## config.mk

```make
export PLATFORM = sky130hd
export DESIGN_NAME = multiport_cache
export DESIGN_NICKNAME = d
export VERILOG_FILES = /design/src/rtl/multiport_cache_pkg.sv /design/src/rtl/multiport_cache_rr_arbiter.sv /design/src/rtl/multiport_cache.sv
export SDC_FILE = /design/constraint.sdc
export NUM_CORES = 2
export LEC_CHECK = 0
export BUFFER_PORTS_ARGS = -buffer_cell sky130_fd_sc_hd__buf_2
export CAP_MARGIN = 20
export CORE_MARGIN = 1.5
export CORE_UTILIZATION = 30
export DETAILED_ROUTE_END_ITERATION = 7
export PLACE_DENSITY = 0.43
export SETUP_SLACK_MARGIN = 0.4
export SKIP_CTS_REPAIR_TIMING = 1
export SYNTH_ARGS = -nofsm -noshare
export SYNTH_HDL_FRONTEND = slang
export SYNTH_MEMORY_MAX_BITS = 65536
export SYNTH_SLANG_ARGS = --single-unit
```

## constraint.sdc

```tcl
create_clock -name clk -period 14.5 [get_ports clk]
set_clock_uncertainty 0.15 [all_clocks]
set_input_delay 0.725 -clock clk [delete_from_list [all_inputs] [get_ports clk]]
set_output_delay 0.725 -clock clk [all_outputs]
set_load 0.005 [all_outputs]
```

## src/rtl/multiport_cache_pkg.sv

```systemverilog
// Shared definitions for the multi-port write-through cache: controller state
// encodings and the index-width helper.
package cache_pkg;

   typedef logic [2:0] cacheState_t;

   localparam cacheState_t ST_IDLE      = 3'd0;
   localparam cacheState_t ST_LOOKUP    = 3'd1;
   localparam cacheState_t ST_FILL_REQ  = 3'd2;
   localparam cacheState_t ST_FILL_WAIT = 3'd3;
   localparam cacheState_t ST_WR_REQ    = 3'd4;
   localparam cacheState_t ST_RESP      = 3'd5;
   localparam cacheState_t ST_FLUSH     = 3'd6;

   // Width needed to index `count` entries; never narrower than one bit.
   function automatic int idxWidth(input int count);
      return (count > 1) ? $clog2(count) : 1;
   endfunction

endpackage

```

## src/rtl/multiport_cache_rr_arbiter.sv

```systemverilog
// Round-robin arbiter: grants the first requester after the last granted port
// and remembers that port for the next round.
module rr_arbiter
   import cache_pkg::*;
#(
   parameter int PORTS = 2
) (
   input  logic             clk,
   input  logic             rst,
   input  logic [PORTS-1:0] req,
   input  logic             enable,
   output logic [PORTS-1:0] grant
);

   localparam int PTR_W = idxWidth(PORTS);

   logic [PTR_W-1:0] lastPtr;
   logic [PTR_W-1:0] nextPtr;

   // NOTE: every output gets a default before the search so no path leaves it unassigned, which would infer a latch.
   always_comb begin
      grant   = '0;
      nextPtr = lastPtr;
      // Walk offsets from farthest to nearest so the nearest requester wins.
      for (int off = PORTS; off >= 1; off--) begin
         for (int j = 0; j < PORTS; j++) begin
            if (enable && req[j] && (j == (int'(lastPtr) + off) % PORTS)) begin
               grant    = '0;
               grant[j] = 1'b1;
               nextPtr  = PTR_W'(j);
            end
         end
      end
   end

   // NOTE: state registers use non-blocking assignments so all flops update from pre-edge values.
   always_ff @(posedge clk) begin
      if (!rst) begin
         lastPtr <= PTR_W'(PORTS - 1);
      end else if (|grant) begin
         lastPtr <= nextPtr;
      end
   end

endmodule

```

## src/rtl/multiport_cache.sv

```systemverilog
// Direct-mapped, write-through, no-write-allocate cache shared by PORTS CPU
// ports over one valid/ready memory port, with uncached bypass and flush.
module multiport_cache
   import cache_pkg::*;
#(
   parameter int PORTS  = 2,
   parameter int ADDR_W = 32,
   parameter int DATA_W = 40,
   parameter int LINES  = 64
) (
   input  logic                    clk,
   input  logic                    rst,
   input  logic                    cache_en,
   input  logic                    flush,
   output logic                    flush_busy,
   input  logic [PORTS-1:0]        cpu_req,
   input  logic [PORTS-1:0]        cpu_we,
   input  logic [PORTS*ADDR_W-1:0] cpu_addr,
   input  logic [PORTS*DATA_W-1:0] cpu_wdata,
   output logic [PORTS-1:0]        cpu_ack,
   output logic [DATA_W-1:0]       cpu_rdata,
   output logic                    mem_req,
   output logic                    mem_we,
   output logic [ADDR_W-1:0]       mem_addr,
   output logic [DATA_W-1:0]       mem_wdata,
   input  logic                    mem_ready,
   input  logic                    mem_rvalid,
   input  logic [DATA_W-1:0]       mem_rdata
);

   localparam int IDX_W = idxWidth(LINES);
   localparam int TAG_W = ADDR_W - IDX_W;
   localparam int PTR_W = idxWidth(PORTS);
   localparam logic [IDX_W-1:0] LAST_IDX = IDX_W'(LINES - 1);

   cacheState_t state, nextState;

   logic [PORTS-1:0]  grant;
   logic [PTR_W-1:0]  grantIdx;
   logic              selWe;
   logic [ADDR_W-1:0] selAddr;
   logic [DATA_W-1:0] selWdata;

   logic [PTR_W-1:0]  reqPort;
   logic              reqWe;
   logic [ADDR_W-1:0] reqAddr;
   logic [DATA_W-1:0] reqWdata;
   logic [DATA_W-1:0] respData;
   logic [IDX_W-1:0]  flushCnt;

   logic [LINES-1:0]  validBits;
   logic [TAG_W-1:0]  tagArr  [LINES];
   logic [DATA_W-1:0] dataArr [LINES];

   logic [IDX_W-1:0]  idx;
   logic [TAG_W-1:0]  reqTag;
   logic              hit;
   logic              arrWe;
   logic [DATA_W-1:0] arrWdata;

   rr_arbiter #(.PORTS(PORTS)) uArb (
      .clk    (clk),
      .rst    (rst),
      .req    (cpu_req),
      .enable (state == ST_IDLE && !flush),
      .grant  (grant)
   );

   always_comb begin
      grantIdx = '0;
      selWe    = 1'b0;
      selAddr  = '0;
      selWdata = '0;
      for (int i = 0; i < PORTS; i++) begin
         if (grant[i]) begin
            grantIdx = PTR_W'(i);
            selWe    = cpu_we[i];
            selAddr  = cpu_addr[i*ADDR_W +: ADDR_W];
            selWdata = cpu_wdata[i*DATA_W +: DATA_W];
         end
      end
   end

   assign idx    = reqAddr[IDX_W-1:0];
   assign reqTag = reqAddr[ADDR_W-1:IDX_W];
   assign hit    = cache_en && validBits[idx] && (tagArr[idx] == reqTag);

   always_ff @(posedge clk) begin
      if (!rst) state <= ST_IDLE;
      else      state <= nextState;
   end

   always_comb begin
      nextState = state;
      case (state)
         ST_IDLE:      if (flush) nextState = ST_FLUSH;
                       else if (|grant) nextState = ST_LOOKUP;
         ST_LOOKUP:    if (reqWe) nextState = ST_WR_REQ;
                       else if (hit) nextState = ST_RESP;
                       else nextState = ST_FILL_REQ;
         ST_FILL_REQ:  if (mem_ready) nextState = ST_FILL_WAIT;
         ST_FILL_WAIT: if (mem_rvalid) nextState = ST_RESP;
         ST_WR_REQ:    if (mem_ready) nextState = ST_RESP;
         ST_RESP:      nextState = ST_IDLE;
         ST_FLUSH:     if (flushCnt == LAST_IDX) nextState = ST_IDLE;
         default:      nextState = ST_IDLE;
      endcase
   end

   always_comb begin
      cpu_ack = '0;
      if (state == ST_RESP) cpu_ack[reqPort] = 1'b1;
      cpu_rdata  = respData;
      mem_req    = (state == ST_FILL_REQ) || (state == ST_WR_REQ);
      mem_we     = (state == ST_WR_REQ);
      mem_addr   = reqAddr;
      mem_wdata  = reqWdata;
      flush_busy = (state == ST_FLUSH);
   end

   always_ff @(posedge clk) begin
      if (!rst) begin
         reqPort   <= '0;
         reqWe     <= 1'b0;
         reqAddr   <= '0;
         reqWdata  <= '0;
         respData  <= '0;
         flushCnt  <= '0;
         validBits <= '0;
      end else begin
         if (|grant) begin
            reqPort  <= grantIdx;
            reqWe    <= selWe;
            reqAddr  <= selAddr;
            reqWdata <= selWdata;
         end
         if (state == ST_FLUSH) begin
            validBits[flushCnt] <= 1'b0;
            flushCnt            <= flushCnt + IDX_W'(1);
         end else begin
            flushCnt <= '0;
         end
         if (state == ST_LOOKUP && !reqWe && hit) respData <= dataArr[idx];
         if (state == ST_FILL_WAIT && mem_rvalid) begin
            respData <= mem_rdata;
            if (cache_en) validBits[idx] <= 1'b1;
         end
      end
   end

   // Write hits and allocating fills are mutually exclusive by state.
   assign arrWe    = rst && (((state == ST_LOOKUP) && reqWe && hit) ||
                             ((state == ST_FILL_WAIT) && mem_rvalid && cache_en));
   assign arrWdata = (state == ST_FILL_WAIT) ? mem_rdata : reqWdata;

   // NOTE: tag/data arrays are not reset so they map onto RAM; validBits alone says which lines are live.
   always_ff @(posedge clk) begin
      if (arrWe) begin
         tagArr[idx]  <= reqTag;
         dataArr[idx] <= arrWdata;
      end
   end

endmodule

```

==> run metrics <==
outcome complete, but fails checks; violated checks design-rule violations; Worst-Skew Late Latency 1.06 ns; cell mode on critical path buf_4; multi-input logic area 38000 µm²; nets@finish 8864; relative slew slack between 10% and 20%; GRT Util Overall 20.3%; Syn Inst Count 7843; Hold Crit Class input port to flop; # setup viols final 0; syn_area_per_cell 21.7 µm²; drt drc 13; Syn Nets 8038; post-DR wirelength/cell between 30 and 40 µm; CP max stage cell buf_4; final hold vios 0; Die Y between 700 and 800 µm; CTS Root Cell clkbuf_16; DP Cell Count around 16000; Comb pwr share 14.0%; critical path endpoint category flop; TritonRoute pass-1 iters 8; layout cells sized above 1 28.1%; Fmax between 100 and 150 MHz; Distinct cells, synth 77; Post-synth ARST share 0%; gr ovfl total 0; DR vias/cell 5.33; Int Power 23.1 mW; flops & latches, synth about 4400; Worst Setup EP dataArr[5][2]$_DFFE_PP_; worst reg2reg endpoint dataArr[5][2]$_DFFE_PP_; Die Wd 757 µm; RSZ-0062 raised after global routing no; Non-Filler Instances 16600; TNS Setup 0 ns; Synth top area share 74.4%; Cell Chain, Critical Path buf_4, buf_4, mux2i_1, a22oi_1, and3_1, a2111oi_0, mux2i_1, xnor2_1, nand2_1, or4_1, o31ai_1, nand2_1, nor2_4, buf_4, buf_4; number of enable flip-flop cells after synthesis 4224; Total Die Area between 500000 and 600000 µm²; largest buffer count on any clock path 4; DR iter-0 viols 11400; FP Rows ~280; synthesized cell area 171000 µm²; Min Clock Period, post-route 9.22 ns; post-synthesis sequential area ratio between 70 and 80%; first-pass GRT wire length 797000 µm; area delta synth->final 17.3%; Vias around 88000; CTS tree yes; Max-Cap Viols 0; Worst Setup Path Type flop to flop; Pleak between 60 and 70 nW; Final Wtd Congestion 0.768; initial antenna violation count 51; register area 131000 µm²; Final HPWL DP 316000 µm; delay of the slowest cell on the worst path 0.88 ns; PwrDens ~160 nW/µm²; Starting Density 30.1%; CP startpoint kind flop; Clock Sinks 4418; overall power 31.2 mW; sequential share of power a little under half; Main synth FF type edfxtp_1; Slew @ Worst Pin between 1 and 1.5 ns; largest cells by area after synthesis edfxtp_1 (74%), mux4_2 (14%), mux2i_1 (2.4%); worst reg-to-reg path cell count 15; peak fanout along the critical path 57; # H-tree levels 5; R2R Setup Slk ~5.3 ns; most frequent cells in the layout edfxtp_1 (4224), mux4_2 (1093), clkbuf_16 (481); commonest non-fill, non-tap cell in the layout edfxtp_1; Ys Warns 0; I/O Buffers 310; fillers approximately 52000; CTS Buf Count between 400 and 500; IO Pins 311; Core Box Area 566000 µm²; Req. time, crit path 15.00 ns; Synth area leader edfxtp_1; Period Utilization, post-route a little under two thirds; Critical Path AT approximately 10 ns; Clk pwr share 38.4%; vias in the first global route about 90000; max-slew violations 0; largest net degree at the start of global routing roughly 120; Switching Share 26.0%; clock slew at reported path FFs ~0.06 ns; Post-Route WL 598000 µm; VDD IR max about 110 µV; post-route ant nets 0; sw power between 8 and 9 mW
## registers in the layout, indices dropped and copies added, names as in the netlist, named ones only
register      count
uArb.lastPtr      1
tagArr         1664
validBits        64
mem_wdata        40
state             3
flushCnt          6
reqPort           1
mem_addr         32
dataArr        2560
cpu_rdata        40
reqWe             1
## layout make-up
class,instances,area share (%)
repair buffers,813,3.21
inverters,8,0.0163
clock buffers,613,6.32
flip-flops and latches,4418,65.4
diodes,12,0.0150
clock inverters,271,1.33
multi-input cells,2950,19.0
well taps,7506,4.70
## stage by stage
step / area [µm²] / setup slack (ns) / hold WS, ns / util, %
finish: 200000 / 5.28 / 0.0192 / 35.4
global route: 200000 / 4.93 / 0.0138 / 35.3
detailed placement: 183000 / 5.08 / 0.361 / 32.3
floorplan: 171000 / 7.71 / 0.337 / -
global placement: 183000 / 4.71 / 0.363 / 32.3
CTS: 198000 / 5.04 / -0.316 / 35.0
## kinds of logic (layout without fill, tap and decap cells)
logic type	after synthesis	after routing	synth area share, %
AOI/OAI and AO/OA	618	618	2.51
buffers and inverters	475	1705	1.39
muxes	1522	1522	17.0
other	0	12	0
DFF	4418	4418	76.7
and+or+nand+nor	773	773	2.28
adders and majority gates	1	1	0.00734
xor gates and xnor gates	36	36	0.185
## Yosys cell counts (46+ instances only)
master / number
buf_2: 138
nand3_1: 75
nor3_1: 46
a22oi_1: 163
nor2b_1: 96
nor2_1: 155
a222oi_1: 74
nand2_1: 208
dfxtp_1: 194
o21ai_0: 186
mux4_2: 1093
and2_1: 71
edfxtp_1: 4224
mux2i_1: 405
clkbuf_1: 244
## critical path, delay by kind of cell, from the launching register on
kind	cells	cell delay, ns
AO/OA/AOI/OAI	3	1.13
XOR/XNOR	1	0.26
buffers and inverters	4	3.22
flip-flops	1	0.76
multiplexers	2	0.59
AND/OR/NAND/NOR	5	2.44
## worst min path at each step
stage / startpoint / to / slack (ns) / cells past startpoint
finish: flush / state[0]$_SDFFE_PN0P_ / 0.02 / 4
CTS: cpu_wdata[48] / mem_wdata[8]$_SDFFE_PN0N_ / -0.32 / 3
global placement: cpu_rdata[15]$_SDFFE_PN0P_ / cpu_rdata[15]$_SDFFE_PN0P_ / 0.36 / 2
global route: cpu_req[0] / uArb.lastPtr$_SDFFE_PN1P_ / 0.01 / 4
detailed placement: cpu_rdata[15]$_SDFFE_PN0P_ / cpu_rdata[15]$_SDFFE_PN0P_ / 0.36 / 2
floorplan: uArb.lastPtr$_SDFFE_PN1P_ / uArb.lastPtr$_SDFFE_PN1P_ / 0.34 / 1
## power by group through the flow
stage | registers, mW | logic (mW) | clock network, mW
floorplan | 15.1 | 2.52 | 0
global placement | 15.1 | 4.24 | 0
detailed placement | 15.1 | 4.29 | 0
CTS | 14.9 | 4.30 | 12.3
global route | 14.9 | 4.65 | 12.7
finish | 14.9 | 4.37 | 12.0
## metal layers
metal  routed length, µm  global-route usage, %  vias to the layer above  part of all wire [%]
met5                 256                  0.269                        -                 0.043
met4               13800                   4.32                        8                   2.3
met3               37200                   2.81                      734                   6.2
met2              280000                   32.6                     3527                    47
met1              267000                   29.6                    49300                    45
li1                    -                      -                    34800                     -
No activity file was read; power rests on OpenSTA's default activity.
